===== src/rtl/adder_pkg.sv =====
// adder_pkg: shared types and helpers for the pipelined adder/subtractor.
// Build option: define ADDER_FLAGS_EN to add the NZCV flags port to pipelined_adder.
package adder_pkg;

    // NZCV flags in ARM order, MSB first.
    typedef struct packed {
        logic n;
        logic z;
        logic c;
        logic v;
    } flags_t;

    // Bit positions of each flag inside a 4-bit flags vector.
    localparam int FLAG_N = 3;
    localparam int FLAG_Z = 2;
    localparam int FLAG_C = 1;
    localparam int FLAG_V = 0;

    // Width of one carry-chain slice (one slice per pipeline stage).
    function automatic int slice_w(input int width, input int stages);
        return width / stages;
    endfunction

endpackage


===== src/rtl/adder_slice.sv =====
// adder_slice: combinational S-bit ripple of full-adder cells with carry in/out.
// One instance per pipeline stage; the carry out is registered by the caller.
module adder_slice #(
    parameter int S = 16
) (
    input  logic [S-1:0] a,
    input  logic [S-1:0] b,
    input  logic         cin,
    output logic [S-1:0] sum,
    output logic         cout
);

    logic [S:0] carry_s;

    // Ripple the carry through S full-adder cells.
    always_comb begin
        carry_s    = '0;
        sum        = '0;
        carry_s[0] = cin;
        for (int i = 0; i < S; i++) begin
            sum[i]         = a[i] ^ b[i] ^ carry_s[i];
            carry_s[i + 1] = (a[i] & b[i]) | (carry_s[i] & (a[i] ^ b[i]));
        end
    end

    assign cout = carry_s[S];

endmodule


===== src/rtl/pipelined_adder.sv =====
// pipelined_adder: WIDTH-bit add/subtract with the carry chain split into STAGES
// slices, one per pipeline stage, behind a valid/ready handshake.
// Build option: ADDER_FLAGS_EN adds the registered NZCV flags output.
// Stage k register holds the finished low (k+1)*S sum bits, the carry out of
// slice k, and the operand bits that have not been added yet. Slice 0 sits in
// front of the first register, so the last register holds the complete result.
module pipelined_adder
    import adder_pkg::*;
#(
    parameter int WIDTH  = 64,
    parameter int STAGES = 4
) (
    input  logic             clk,
    input  logic             reset_n,
    input  logic             in_valid,
    output logic             in_ready,
    input  logic [WIDTH-1:0] a,
    input  logic [WIDTH-1:0] b,
    input  logic             sub,
    input  logic             cin,
    output logic             out_valid,
    input  logic             out_ready,
`ifdef ADDER_FLAGS_EN
    output logic [3:0]       flags,
`endif
    output logic [WIDTH-1:0] sum
);

    localparam int S = slice_w(WIDTH, STAGES);

    if ((WIDTH % STAGES) != 0) begin : g_chk_div
        $error("pipelined_adder: WIDTH %0d is not divisible by STAGES %0d", WIDTH, STAGES);
    end
    if ((STAGES < 1) || (STAGES > WIDTH)) begin : g_chk_range
        $error("pipelined_adder: STAGES %0d out of range 1..WIDTH", STAGES);
    end

    logic             adv_s;
    logic [WIDTH-1:0] b_eff_s;
    logic             out_valid_r;
    logic [WIDTH-1:0] sum_r;

    // The whole pipe moves together unless a finished result is being held.
    assign adv_s    = !out_valid_r || out_ready;
    assign in_ready = adv_s;

    // Subtraction is A + ~B + cin; the caller supplies cin = 1 for a plain SUB.
    always_comb begin
        if (sub) begin
            b_eff_s = ~b;
        end else begin
            b_eff_s = b;
        end
    end

    for (genvar k = 0; k < STAGES; k++) begin : g_stage
        localparam int REM  = WIDTH - (k * S);   // operand bits not yet added
        localparam int DONE = (k + 1) * S;       // sum bits finished after this slice

        logic            v_s;
        logic            c_s;
        logic [REM-1:0]  a_s;
        logic [REM-1:0]  b_s;
        logic [S-1:0]    ssum_s;
        logic            cout_s;
        logic [DONE-1:0] acc_s;

        if (k == 0) begin : g_src
            assign v_s   = in_valid;
            assign c_s   = cin;
            assign a_s   = a;
            assign b_s   = b_eff_s;
            assign acc_s = ssum_s;
        end else begin : g_src
            assign v_s   = g_stage[k-1].g_reg.v_r;
            assign c_s   = g_stage[k-1].g_reg.c_r;
            assign a_s   = g_stage[k-1].g_reg.a_r;
            assign b_s   = g_stage[k-1].g_reg.b_r;
            assign acc_s = {ssum_s, g_stage[k-1].g_reg.acc_r};
        end

        adder_slice #(
            .S(S)
        ) u_slice (
            .a    (a_s[S-1:0]),
            .b    (b_s[S-1:0]),
            .cin  (c_s),
            .sum  (ssum_s),
            .cout (cout_s)
        );

        if (k < (STAGES - 1)) begin : g_reg
            logic              v_r;
            logic              c_r;
            logic [REM-S-1:0]  a_r;
            logic [REM-S-1:0]  b_r;
            logic [DONE-1:0]   acc_r;

            // Intermediate stage register: shifts on adv, holds on stall.
            always_ff @(posedge clk or negedge reset_n) begin
                if (!reset_n) begin
                    v_r   <= 1'b0;
                    c_r   <= 1'b0;
                    a_r   <= '0;
                    b_r   <= '0;
                    acc_r <= '0;
                end else if (adv_s) begin
                    v_r   <= v_s;
                    c_r   <= cout_s;
                    a_r   <= a_s[REM-1:S];
                    b_r   <= b_s[REM-1:S];
                    acc_r <= acc_s;
                end
            end
        end
    end

    logic [WIDTH-1:0] last_sum_s;
    assign last_sum_s = g_stage[STAGES-1].acc_s;

    // Final stage register: drives out_valid and sum directly.
    always_ff @(posedge clk or negedge reset_n) begin
        if (!reset_n) begin
            out_valid_r <= 1'b0;
            sum_r       <= '0;
        end else if (adv_s) begin
            out_valid_r <= g_stage[STAGES-1].v_s;
            sum_r       <= last_sum_s;
        end
    end

    assign out_valid = out_valid_r;
    assign sum       = sum_r;

`ifdef ADDER_FLAGS_EN
    logic   last_cout_s;
    logic   last_a_msb_s;
    logic   last_b_msb_s;
    flags_t flags_s;
    flags_t flags_r;

    assign last_cout_s  = g_stage[STAGES-1].cout_s;
    assign last_a_msb_s = g_stage[STAGES-1].a_s[S-1];
    assign last_b_msb_s = g_stage[STAGES-1].b_s[S-1];

    // NZCV from the completed sum and the operand sign bits seen by the last slice.
    always_comb begin
        flags_s   = '0;
        flags_s.n = last_sum_s[WIDTH-1];
        flags_s.z = (last_sum_s == '0);
        flags_s.c = last_cout_s;
        if ((last_a_msb_s == last_b_msb_s) && (last_sum_s[WIDTH-1] != last_a_msb_s)) begin
            flags_s.v = 1'b1;
        end else begin
            flags_s.v = 1'b0;
        end
    end

    // Flag register, loaded on the same edges as sum_r so the two stay aligned.
    always_ff @(posedge clk or negedge reset_n) begin
        if (!reset_n) begin
            flags_r <= '0;
        end else if (adv_s) begin
            flags_r <= flags_s;
        end
    end

    assign flags = flags_r;
`else
    // The final carry is computed but only feeds the flags when they are built in.
    logic unused_cout_s;
    assign unused_cout_s = g_stage[STAGES-1].cout_s;
`endif

endmodule


===== config.mk =====
export PLATFORM = sky130hd
export DESIGN_NAME = pipelined_adder
export DESIGN_NICKNAME = d
export VERILOG_FILES = /design/src/rtl/adder_pkg.sv /design/src/rtl/adder_slice.sv /design/src/rtl/pipelined_adder.sv
export SDC_FILE = /design/constraint.sdc
export NUM_CORES = 1
export LEC_CHECK = 0
export BUFFER_PORTS_ARGS = -buffer_cell sky130_fd_sc_hd__buf_2
export CORE_ASPECT_RATIO = 0.8
export CORE_UTILIZATION = 50
export DETAILED_ROUTE_END_ITERATION = 10
export PLACE_DENSITY = 0.7
export SKIP_CTS_REPAIR_TIMING = 1
export SYNTH_ARGS = -nofsm -noshare
export SYNTH_HDL_FRONTEND = slang
export SYNTH_SLANG_ARGS = --single-unit

===== constraint.sdc =====
create_clock -name clk -period 16.75 [get_ports clk]
set_input_delay 2.5125 -clock clk [delete_from_list [all_inputs] [get_ports clk]]
set_output_delay 2.5125 -clock clk [all_outputs]
set_load 0.05 [all_outputs]

Yosys cells after proc, flatten, opt, wreduce, memory -nomap -nowiden
Index checks and enable logic that the tools add are counted.

storage, ports and cells
  logic and storage cells = 338
  flip-flop bits (word level) = 359
  input port bits = 134

operators by class
  reductions and logical operators = 2
  muxes and demuxes = 1
  bitwise operators = 318

operator list
  kind                number
  $xor A1 B1 Y1       128
  $and A1 B1 Y1       126
  $mux W64            1
  $not A64 Y64        1
  $or A1 B1 Y1        63
  $logic_not A1 Y1    1
  $logic_or A1 B1 Y1  1

Logic depth before layout (Yosys ltp)
  depth in word-level cells = 35
  depth in mapped cells = 24
  mapped depth without buffers = 21

Cells and area by module
From an unflattened synthesis, not the netlist that was laid out.

unflattened totals
  cells, all modules = 935
  area total of the unflattened synthesis = 16065.4 µm²

modules (own cells, without submodules)
  module           sequential area each (µm²)  times used  cells an instance  area each (µm²)
  pipelined_adder  8983.6                      1           831                14634.0
  adder_slice      0.0                         4           26                 357.8

Least setup slack after synthesis
Ideal clock, no wire load.

  kind = input to register
  start point = input port sub
  end point = register g_stage[0].g_reg.acc_r[15]
  cell stages on the path = 24
  data required time = 16.625 ns
  path slack = 6.645 ns
  arrival = 9.979 ns
  cell sequence = buf_2 > buf_4 > buf_4 > xnor2_1 > fa_1 > inv_1 > fa_1 > inv_1 > fa_1 > fa_1 > fa_1 > fa_1 > fa_1 > fa_1 > fa_1 > fa_1 > fa_1 > fa_1 > fa_1 > fa_1 > fa_1 > inv_1 > fa_1 > mux2_4

between the ends
  word-level cells in the longest chain between the ends = 33
  elaborated cells on any way between the ends = 63
  those cells by class = 1 x mux; 62 x bitwise

ends and longest elaborated chain
  what                            line                    source
  start: declaration              pipelined_adder.sv:19   input logic sub,
  $mux W64 *                      pipelined_adder.sv:49   if (sub) begin
  $xor A1 B1 Y1                   adder_slice.sv:22       carry_s[i + 1] = (a[i] & b[i]) | (carry_s[i] & (a[i] ^ b[i]));
  $and A1 B1 Y1                   adder_slice.sv:22
  $or A1 B1 Y1                    adder_slice.sv:22
  $and A1 B1 Y1                   adder_slice.sv:22
  $or A1 B1 Y1                    adder_slice.sv:22
  $and A1 B1 Y1                   adder_slice.sv:22
  $or A1 B1 Y1                    adder_slice.sv:22
  [18 not listed]                 --
  $and A1 B1 Y1                   adder_slice.sv:22
  $or A1 B1 Y1                    adder_slice.sv:22
  $and A1 B1 Y1                   adder_slice.sv:22
  $or A1 B1 Y1                    adder_slice.sv:22
  $and A1 B1 Y1                   adder_slice.sv:22
  $or A1 B1 Y1                    adder_slice.sv:22
  $xor A1 B1 Y1 *                 adder_slice.sv:21       sum[i] = a[i] ^ b[i] ^ carry_s[i];
  named net g_stage[0].acc_s[15]  pipelined_adder.sv:66   logic [DONE-1:0] acc_s;
  end signal: assignment          pipelined_adder.sv:112  acc_r <= acc_s;
  end: declaration                pipelined_adder.sv:97   logic [DONE-1:0] acc_r;

Mark *: on every way through the listed nets, which the timed path passes. The rest lies on a longest branch.
A chain may end at the register's enable or synchronous reset.

Worst setup path in the final report
Ends and elaborated chain as after synthesis.

==> results by stage <==
Outcome:
- The run finished with clean final reports.

Layout:
- The filler cells instantiated in the layout total roughly 2500.
- The library cells used most frequently in the layout, excluding fill and tap cells, are 359 x dfrtp_1, 280 x mux2_4, 197 x buf_2, 63 x fa_1, 55 x mux2_1.
- Compared with the post-synthesis result, the final layout area differs by 14.8%.
- The multi-input combinational cells in the finished layout cover a total of 6970 um^2.
- Leaving out fill and tap cells, the most frequent cell in the layout is dfrtp_1.
- The count of non-filler cells in the finished layout is 1607.
- The share of post-route cells with drive strength above 1 is 46.6%.
- In the final design database the tool counted around 1300 nets.
- The footprint of the flip-flops and latches is 8980 um^2.

Clock network:
- The clock transition at the register clock pins on the worst setup and hold paths after CTS is 0.06 ns.
- The H-tree depth reported by CTS is 2.
- The clock sink count is about 360.
- TritonCTS built the clock tree.
- The clock root buffer is clkbuf_16.
- The clock latency on the worst-skew pair is ~0.52 ns.
- In this run, CTS created clock tree buffers numbering 38.
- The maximum count of clock buffers along a single path is 3.

Power:
- The areal power density over the cells is 206 nW/um^2.
- The overall power after layout is 3.91 mW.
- The maximum vdd ir drop is between 0.1 and 0.15 mV.
- The reported leakage power is 9.26 nW.

Global route:
- Entering global routing, the biggest net connects 180 pins.
- The via count of the first global-routing pass is 8349.
- The global routing usage summed across all routing layers is about 17%.
- The initial antenna violation count is 1.
- The total overflow left after global routing is 0.
- The wire length of the first global-routing pass is between 40 and 50 mm.

Synthesis:
- A synthesized cell averages 17.3 um^2.
- For this run, the number of Yosys warnings is 0.
- Synthesis inferred ~360 register bits.
- Yosys mapped the design onto 16 distinct sky130hd cell types.
- The leading area contributor after synthesis is dfrtp_1.
- The post-synth net total is 1152.
- The summed instance area of the synthesized netlist is between 15000 and 20000 um^2.
- Ranked by total cell area, the synthesized netlist is headed by dfrtp_1 54%, mux2_4 25%, fa_1 7.6%.
- For this run, the leading register cell type out of synthesis is dfrtp_1.
- In the synthesized netlist, the number of instances is 955.
- The post-synthesis sequential area ratio is 54.3%.
- After synthesis, the largest area contributor takes up 54.3% of total cell area.
- The synthesized design contains 0 enable-type register cells.
- Of all flip-flops after synthesis, the portion carrying an async set or reset was 100%.

Route:
- The mean number of vias per cell is about 4.9.
- The final antenna-violating net count is 0.
- The first TritonRoute pass finished after 6 iterations.
- The total via count after detailed routing is ~7900.
- The DRC violation count after routing is 0.
- After detailed routing, the total wire length is 27.3 mm.
- After detailed routing, the average wire length per cell comes to 17.0 um.
- In this run, the number of DRC markers left after iteration 0 of detailed routing was 395.

Floorplanning:
- The number of top-level pins is 200.
- Measured along the y axis, the die boundary spans 165 um.
- The die is 205 um wide.
- The starting utilization of the core area is between 50% and 60%.
- The row count is 59.
- The die covers between 30000 and 40000 um^2.
- In this run the standard cell core region covers 32600 um^2.

Critical path:
- STA puts the critical path data arrival time at 10.24 ns.
- The start-to-end type of the worst setup path is input pin to flip-flop.
- For the worst setup path, the data required time is 17.16 ns.
- The setup slack of the most critical reg-to-reg path is 9.68 ns.
- The type of element launching the critical path is an input pin.
- The worst setup path is captured at a flip-flop.
- The top fanout value on the critical path is 34.

STA:
- In this run the tightest slew margin relative to its limit is 31.2%.
- Subtracting the final worst setup slack from the clock period gives 9.83 ns.
- The final count of negative-setup-slack endpoints is 0.
- The clock tree skew after final layout is roughly 0.0066 ns.
- Adding up every negative setup slack in the final design gives 0 ns.
- The post-route clock period utilization is about three fifths.
- The number of hold-slack violations in the final timing report is 0.
- The maximum clock frequency is 0.102 GHz.
- Setup repair after global routing left no endpoint under its margin.
- At the pin with the least slew margin, the transition time is 1.03 ns.
- The number of slew-limit violations in the final report is 0.

Place:
- During placement, the flow inserted port buffers numbering between 150 and 200.
- After legalization and detailed placement, the total HPWL measured 17.6 mm.
- Including well taps, the total number of placed cells is 1539.
- At the end of routability-driven placement, the weighted congestion stood at 0.730.

Hold path:
- The path class of the tightest hold or removal check is flip-flop to flip-flop.

Run:
- Max-cap violations in this run came to 0.
-- routing by layer --
layer	global-route usage, %	share of wire, %
met2	24.6	44
met5	0	0
met4	4.24	1.4
met3	3.87	4.8
met1	24.9	50
-- worst paths after layout --
kind / from / endpoint / cells after the start
worst max-delay path: sub / g_stage[0].g_reg.acc_r[15]$_DFFE_PN0P_ / 22
worst min-delay path: g_stage[2].g_reg.v_r$_DFFE_PN0P_ / out_valid$_DFFE_PN0P_ / 1
worst max register to register: g_stage[2].g_reg.c_r$_DFFE_PN0P_ / sum[63]$_DFFE_PN0P_ / 19
worst min register to register: g_stage[2].g_reg.v_r$_DFFE_PN0P_ / out_valid$_DFFE_PN0P_ / 1
max in group asynchronous: reset_n / g_stage[1].g_reg.a_r[12]$_DFFE_PN0P_ / 2
min in group asynchronous: reset_n / g_stage[2].g_reg.acc_r[7]$_DFFE_PN0P_ / 1
-- state kept, by name (all words and copies together) (netlist names) --
name and count:
out_valid 1, g_stage.g_reg.v_r 3, g_stage.g_reg.b_r 96, g_stage.g_reg.a_r 96, sum 64, g_stage.g_reg.acc_r 96, g_stage.g_reg.c_r 3
-- critical path, cell delays in order --
cell and delay [ns]:
buf_4 0.49, xnor2_1 0.18, fa_1 0.40, inv_1 0.09, fa_1 0.16, inv_1 0.05
fa_1 0.41, fa_1 0.43, fa_1 0.43, fa_1 0.42, fa_1 0.42, fa_1 0.42
fa_1 0.42, fa_1 0.43, fa_1 0.45, fa_1 0.43, fa_1 0.43, fa_1 0.42
fa_1 0.40, inv_1 0.09, fa_1 0.43, mux2_4 0.26
-- report_power, final --
part | leakage [nW] | internal (mW) | switching, mW | total, mW
Combinational | 4.47 | 0.835 | 0.730 | 1.57
Clock | 0.628 | 0.502 | 0.334 | 0.837
Sequential | 4.16 | 1.26 | 0.245 | 1.51
Total | 9.26 | 2.60 | 1.31 | 3.91
-- cell usage after synthesis, types with 2 or more instances --
library cell and n:
xnor2_1 16, buf_4 3, buf_2 13, buf_6 31, clkbuf_1 4, mux2_1 55, nand2b_1 2, mux2i_1 2
inv_1 36, mux2_4 280, nor3b_1 21, dfrtp_1 359, fa_1 63, a21oi_1 21, xor2_1 48
-- cells by family (layout without fill, tap and decap cells) --
group / count (synthesis) / after routing / synth area share (%)
compound gates: 21 / 21 / 0.636
buf+inv: 87 / 311 / 3.55
mux: 337 / 337 / 29.3
fa+ha+maj: 63 / 63 / 7.63
other cells: 0 / 1 / 0
simple gates: 23 / 23 / 1.03
xor+xnor: 65 / 65 / 3.53
flops: 359 / 359 / 54.3
-- cell type report --
| class | count | share of cell area (%) |
|---|---|---|
| Antenna cell | 1 | 0.0132 |
| Clock buffer | 55 | 5.98 |
| Clock inverter | 12 | 0.639 |
| Inverter | 36 | 0.712 |
| Multi-Input combinational cell | 509 | 36.7 |
| Sequential cell | 359 | 47.3 |
| Tap cell | 427 | 2.81 |
| Timing Repair Buffer | 208 | 5.80 |
-- stage by stage --
step	util [%]	hold WS, ns	worst slack (ns)	instance area (um^2)
final	58.3	0.466	6.92	19000
after global routing	58.3	0.491	6.64	19000
after CTS	58.3	0.467	6.87	19000
after detailed placement	54.4	0.450	6.32	17700
after global placement	54.4	0.460	6.45	17700
after floorplan	-	0.435	6.65	16500
Power figures use the tool's default switching activity.
